[config.mk]
export PLATFORM = sky130hd
export DESIGN_NAME = comp_arbiter
export DESIGN_NICKNAME = d
export VERILOG_FILES = /design/src/rtl/comp_arbiter.sv
export SDC_FILE = /design/constraint.sdc
export NUM_CORES = 1
export LEC_CHECK = 0
export ABC_AREA = 1
export CAP_MARGIN = 20
export CORE_AREA = 4 4 93 160
export CTS_CLUSTER_SIZE = 8
export DETAILED_ROUTE_END_ITERATION = 8
export DIE_AREA = 0 0 97 164
export GPL_TIMING_DRIVEN = 0
export HOLD_SLACK_MARGIN = 0.08
export PLACE_DENSITY_LB_ADDON = 0.08
export SYNTH_ARGS = -nofsm -noshare
export SYNTH_HDL_FRONTEND = slang
export SYNTH_SLANG_ARGS = --single-unit
[constraint.sdc]
create_clock -name i_clk -period 1.2 [get_ports i_clk]
set_input_delay 0.24 -clock i_clk [delete_from_list [all_inputs] [get_ports i_clk]]
set_output_delay 0.24 -clock i_clk [all_outputs]
set_load 0.02 [all_outputs]
[src/rtl/comp_arbiter.sv]
// rtl/comp_arbiter.sv - two-requester round-robin front end for a shared external comparator
module comp_arbiter #(
    parameter int WIDTH = 32
) (
    input  logic             i_clk,
    input  logic             i_rst_n,
    input  logic             i_req0_valid,
    output logic             o_req0_ready,
    input  logic             i_req0_eq,
    input  logic [1:0]       i_req0_mode,
    input  logic [WIDTH-1:0] i_req0_a,
    input  logic [WIDTH-1:0] i_req0_b,
    input  logic             i_req1_valid,
    output logic             o_req1_ready,
    input  logic             i_req1_eq,
    input  logic [1:0]       i_req1_mode,
    input  logic [WIDTH-1:0] i_req1_a,
    input  logic [WIDTH-1:0] i_req1_b,
    output logic             o_cmp_eq,
    output logic [1:0]       o_cmp_mode,
    output logic [WIDTH-1:0] o_cmp_a,
    output logic [WIDTH-1:0] o_cmp_b,
    input  logic [31:0]      i_cmp_result,
    output logic             o_rsp_valid,
    input  logic             i_rsp_ready,
    output logic             o_rsp_id,
    output logic [31:0]      o_rsp_result
);

    typedef enum logic [1:0] {
        IDLE = 2'd0,
        CMP  = 2'd1,
        RESP = 2'd2
    } state_t;

    state_t           state;
    state_t           state_next;
    logic             last_grant;
    logic             grant;
    logic             any_valid;
    logic             handshake;
    logic             eq_q;
    logic [1:0]       mode_q;
    logic [WIDTH-1:0] a_q;
    logic [WIDTH-1:0] b_q;
    logic             id_q;
    logic             result_q;
    logic             cmp_result_unused;

    // Only bit 0 of the comparator result is meaningful; upper bits are dropped.
    assign cmp_result_unused = ^i_cmp_result[31:1];

    // Round-robin pick: on a tie the requester not served last wins; a lone requester always wins.
    always_comb begin
        any_valid = i_req0_valid | i_req1_valid;
        if (i_req0_valid && i_req1_valid) begin
            grant = ~last_grant;
        end else begin
            grant = i_req1_valid;
        end
    end

    // Readiness is offered only in IDLE, to the granted requester, and never while reset is held.
    always_comb begin
        o_req0_ready = i_rst_n && (state == IDLE) && any_valid && !grant;
        o_req1_ready = i_rst_n && (state == IDLE) && any_valid && grant;
        handshake    = (state == IDLE) && any_valid;
    end

    // State register.
    always_ff @(posedge i_clk or negedge i_rst_n) begin
        if (!i_rst_n) begin
            state <= IDLE;
        end else begin
            state <= state_next;
        end
    end

    // Next-state: accept, compare for one cycle, then hold the response until taken.
    always_comb begin
        state_next = state;
        case (state)
            IDLE:    if (handshake) state_next = CMP;
            CMP:     state_next = RESP;
            RESP:    if (i_rsp_ready) state_next = IDLE;
            default: state_next = IDLE;
        endcase
    end

    // Capture the granted request's fields and advance the round-robin pointer on acceptance.
    always_ff @(posedge i_clk or negedge i_rst_n) begin
        if (!i_rst_n) begin
            last_grant <= 1'b1;
            eq_q       <= 1'b0;
            mode_q     <= 2'b00;
            a_q        <= '0;
            b_q        <= '0;
            id_q       <= 1'b0;
        end else if (handshake) begin
            last_grant <= grant;
            id_q       <= grant;
            eq_q       <= grant ? i_req1_eq   : i_req0_eq;
            mode_q     <= grant ? i_req1_mode : i_req0_mode;
            a_q        <= grant ? i_req1_a    : i_req0_a;
            b_q        <= grant ? i_req1_b    : i_req0_b;
        end
    end

    // Sample the external comparator's verdict during the compare cycle.
    always_ff @(posedge i_clk or negedge i_rst_n) begin
        if (!i_rst_n) begin
            result_q <= 1'b0;
        end else if (state == CMP) begin
            result_q <= i_cmp_result[0];
        end
    end

    // Operand and response outputs come straight from registered fields.
    always_comb begin
        o_cmp_eq     = eq_q;
        o_cmp_mode   = mode_q;
        o_cmp_a      = a_q;
        o_cmp_b      = b_q;
        o_rsp_valid  = (state == RESP);
        o_rsp_id     = id_q;
        o_rsp_result = {31'b0, result_q};
    end

endmodule
Yosys cells after proc, flatten, opt, wreduce, memory -nomap -nowiden
Index checks and enable logic that the tools add are counted.

Register bits after elaboration: 72. Bits of input ports: 171. Output and inout port bits: 103. Word-level logic and storage cells: 31.

Equal/unequal tests: 4. Multiplexer cells: 8. Bitwise operators: 2. Reduce and logical (&&, ||, !) cells: 9.

Operators with widths (number): 2-to-1 mux 32 bit (2); logical AND 1 bit (6); 2-to-1 mux 2 bit (3); one-hot mux 2 bit (3 select lines) (1); equality test 2 x 1 -> 1 bit, second input constant (1); equality test 2 bit, second input constant (1); logical NOT 2 bit (1); 2-to-1 mux 1 bit (2); inequality test 2 x 1 -> 1 bit, second input constant (1); inequality test 2 bit, second input constant (1); AND reduction 2 bit (1); logical NOT 1 bit (1); NOT 1 bit (1); bitwise OR 1 bit (1).

Logic depth before layout (Yosys ltp)
Depth after elaboration: 4. Gate-level depth with buffers: 7. Depth with buffers taken out: 6.

Least setup slack after synthesis
Ideal clock, no wire load.

Kind: reg2out. Start point: register last_grant. End point: output port o_req0_ready. Arrival: 1329 ps. Required time: 960 ps. Path slack: -369 ps. Cell stages (with the launch flop): 6. Path buffers: 1. Cells stage by stage: dfstp_2 > nand2_2 > nand2_2 > buf_6 > inv_1 > nor3_1.

Word-level cells in the longest chain between the ends: 4.

RTL lines: start: declaration (line 38) `logic last_grant;`; start signal: assignment (line 100) `last_grant <= grant;`; NOT 1 bit (line 57) `grant = ~last_grant;`; 2-to-1 mux 1 bit (line 56) `if (i_req0_valid && i_req1_valid) begin`; logical NOT 1 bit (line 65) `o_req0_ready = i_rst_n && (state == IDLE) && any_valid && !grant;`; logical AND 1 bit (line 65); end: declaration (line 8) `output logic o_req0_ready,`.

Every way passes these cells.

Final worst setup path
Same ends and word-level chain as after synthesis.

==> results by group <==
Outcome
  – Status: finished, violations left
  – Failing checks: hold timing, setup timing

Timing
  – Final slew viol count: 0
  – Worst slew pin tran: between 0.5 and 0.6 ns
  – Hold WS: -0.215 ns
  – Max Fclk: 0.613 GHz
  – # setup viols final: 70
  – RSZ-0062 raised after global routing: true
  – Period utilization: 136%
  – Post-layout worst setup margin: -0.430 ns
  – Worst Clk Skew: approximately 0.0082 ns
  – Max-slew headroom: about 64%
  – Final hold violation count: 32
  – Fin crit period: 1.63 ns

Worst hold path
  – Worst min path class: in -> async

Power and ir drop
  – Highest ir drop seen on vdd: ~800 uV
  – Overall Power: between 0.015 and 0.02 W
  – Power per cell area: 2110 nW/um^2
  – Leakage: roughly 4.2 nW

Cells and area
  – N_diodes: 0
  – Nets: 1,077
  – Commonest cells after routing, fill and taps aside: 197 x nand2_1, 136 x inv_1, 136 x clkdlybuf4s50_1, 124 x nand3_1, 74 x buf_2
  – Area growth, synth to finish: 65.6%
  – Fillers: approximately 1,400
  – Layout cells sized above 1: between 20 and 25%
  – Multi-input gate area: approximately 1800 sq um
  – Most common cell after layout, fill and taps aside: nand2_1
  – Register area: 1800 sq um

Logic synthesis
  – Synthesis-stage register bit count: between 70 and 80
  – Synth Instances: about 640
  – Top post-synthesis cells by area: dfrtp_1 41%, nand2_1 18%, nand3_1 14%
  – Cell variety after synth: 17
  – Synth warnings: 0
  – Synth Area per Inst: 6.89 sq um
  – Mapped cell area: 4380 sq um
  – Area fraction of the dominant cell type after synthesis: 40.5%
  – Synth area leader: dfrtp_1
  – Sequential area share after synthesis: around two fifths

Route
  – Via density per instance: around 4.3
  – Drt first pass iters: 4
  – Drt drc: 0
  – Starting DRT DRC Count: just over 100
  – Wire per inst: between 10 and 15 um
  – Post-route ant nets: 0
  – Post-Route WL: 15.0 mm
  – Via count: about 4,600

Critical path
  – Crit path kind: reg -> out
  – Worst Path Arrival: roughly 1.4 ns
  – R2R Setup Slk: -0.24 ns
  – R2r endpoint: o_cmp_b[25]$_DFFE_PN0P_
  – R2R cell count: 9
  – Worst R2R Start: last_grant$_DFFE_PN1P_
  – CP Data Required Time: roughly 0.96 ns
  – Worst-path fanout max: 2
  – CP endpoint kind: output port
  – Worst setup SP type: flop

Global route
  – Global Route Usage Sum: roughly a fifth
  – Vias in the first global route: about 4,800
  – Grt total ovfl: 0
  – GR Util met3: approximately 5.3%
  – Antenna violations before repair: 0
  – First-pass GRT wire length: between 20 and 25 mm
  – Largest net degree at the start of global routing: 42
  – Gr busiest metal: met2
  – GR Layer Usage met1: roughly 20%
  – Met2 Usage GRT: a little over a third

Place
  – Placer Congestion: about 0.83
  – IO buf count: 210
  – HPWL after DPL: 11.5 mm

CTS
  – H-tree level count: 3
  – CTS Sinks: 72
  – CTS buffer count: 9
  – Max clock buf depth: 2
  – Clk_lat worst skew: ~0.34 ns
  – CTS tree: built
  – Clock root buffer: clkbuf_16
  – Clock transition at the registers of the reported paths: ~0.070 ns

Run
  – Max Cap Violations: 0

Die
  – Num rows: 56
  – Die area: 15,900 sq um
  – Die Y: approximately 160 um
  – # IOs: 274
  – Core ar.: approximately 14,000 sq um
  – Initial Utilization: around a third
  – Width of the die: between 90 and 100 um
==> critical path, stage by stage (launching register included) <==
cell and delay, ns:
dfstp_2 0.55, nand2_4 0.06, nand2_4 0.06, buf_8 0.10
inv_4 0.04, nor3_4 0.11, buf_6 0.14
==> per-layer routing <==
| layer | vias up | share of wire, % |
|---|---|---|
| li1 | 2361 | - |
| met1 | 2098 | 37 |
| met2 | 162 | 55 |
| met3 | 16 | 6.9 |
| met4 | 0 | 1.6 |
| met5 | - | 0 |
==> cell families after synthesis <==
| group | Yosys count | share of synthesized area, % |
|---|---|---|
| AND/OR/NAND/NOR | 353 | 35.8 |
| buffers and inverters | 209 | 22.9 |
| flip-flops | 72 | 41.1 |
| AO/OA/AOI/OAI | 1 | 0.114 |
| other | 1 | 0.0856 |
==> layout make-up <==
class	count	share of cell area, %
plain buffers	67	8.17
flip-flops and latches	72	24.8
inverters	141	7.33
clock inverters	7	1.09
repair buffers	230	28.0
clock buffers	9	3.10
multi-input cells	385	24.5
well taps	174	3.00
==> through the flow <==
step / instances / area [sq um] / utilization, % / setup slack [ns] / TNS [ns]
4_1_cts: 1082 / 7170 / 53.0 / -0.460 / -10.41
3_5_place_dp: 1051 / 6860 / 50.7 / -1.14 / -36.81
5_1_grt: 1085 / 7260 / 53.7 / -0.499 / -14.82
3_3_place_gp: 1050 / 6840 / 50.6 / -3.83 / -243.49
6_report: 1085 / 7260 / 53.7 / -0.430 / -9.59
2_1_floorplan: 666 / 4520 / - / -0.0908 / -0.260
==> repair_timing <==
action / 4_1_cts / 5_1_grt
hold endpoints to repair: 32 / 32
gates resized for setup: 352 / 17
setup buffers: 14 / 3
pin swaps: 4 / 3
cloned: 2 / 1
setup endpoints to repair: 141 / 72
==> registers in the layout, summed over array words and instances, names as in the netlist <==
name / flops
o_cmp_eq: 1
state: 2
o_cmp_a: 32
o_rsp_id: 1
last_grant: 1
o_cmp_b: 32
o_cmp_mode: 2
result_q: 1
==> worst max-delay path by stage <==
stage               cells after the start           end  slack (ns)                    from
global placement                        4  o_req0_ready       -3.83                 i_rst_n
floorplan                               5  o_req0_ready       -0.09  last_grant$_DFFE_PN1P_
finish                                  6  o_req0_ready       -0.43  last_grant$_DFFE_PN1P_
global route                            7  o_req0_ready       -0.50    state[1]$_DFFE_PN0P_
CTS                                     6  o_req0_ready       -0.46  last_grant$_DFFE_PN1P_
detailed placement                      7  o_req1_ready       -1.14            i_req0_valid
==> Yosys cell counts <==
library cell,n
nand3_2,10
nor2_4,2
clkbuf_1,6
buf_2,15
conb_1,1
nor2_1,2
buf_4,41
nand2_1,210
inv_1,140
dfstp_2,1
inv_2,1
buf_6,6
nand3_1,125
nand2_2,3
dfrtp_1,71
o21ai_0,1
nor3_1,1
==> where the power goes <==
group | switching (W) | internal (W)
logic | 0.00493 | 0.00332
registers | 0.000643 | 0.00368
clock network | 0.00111 | 0.00163
Power figures use the tool's default switching activity.
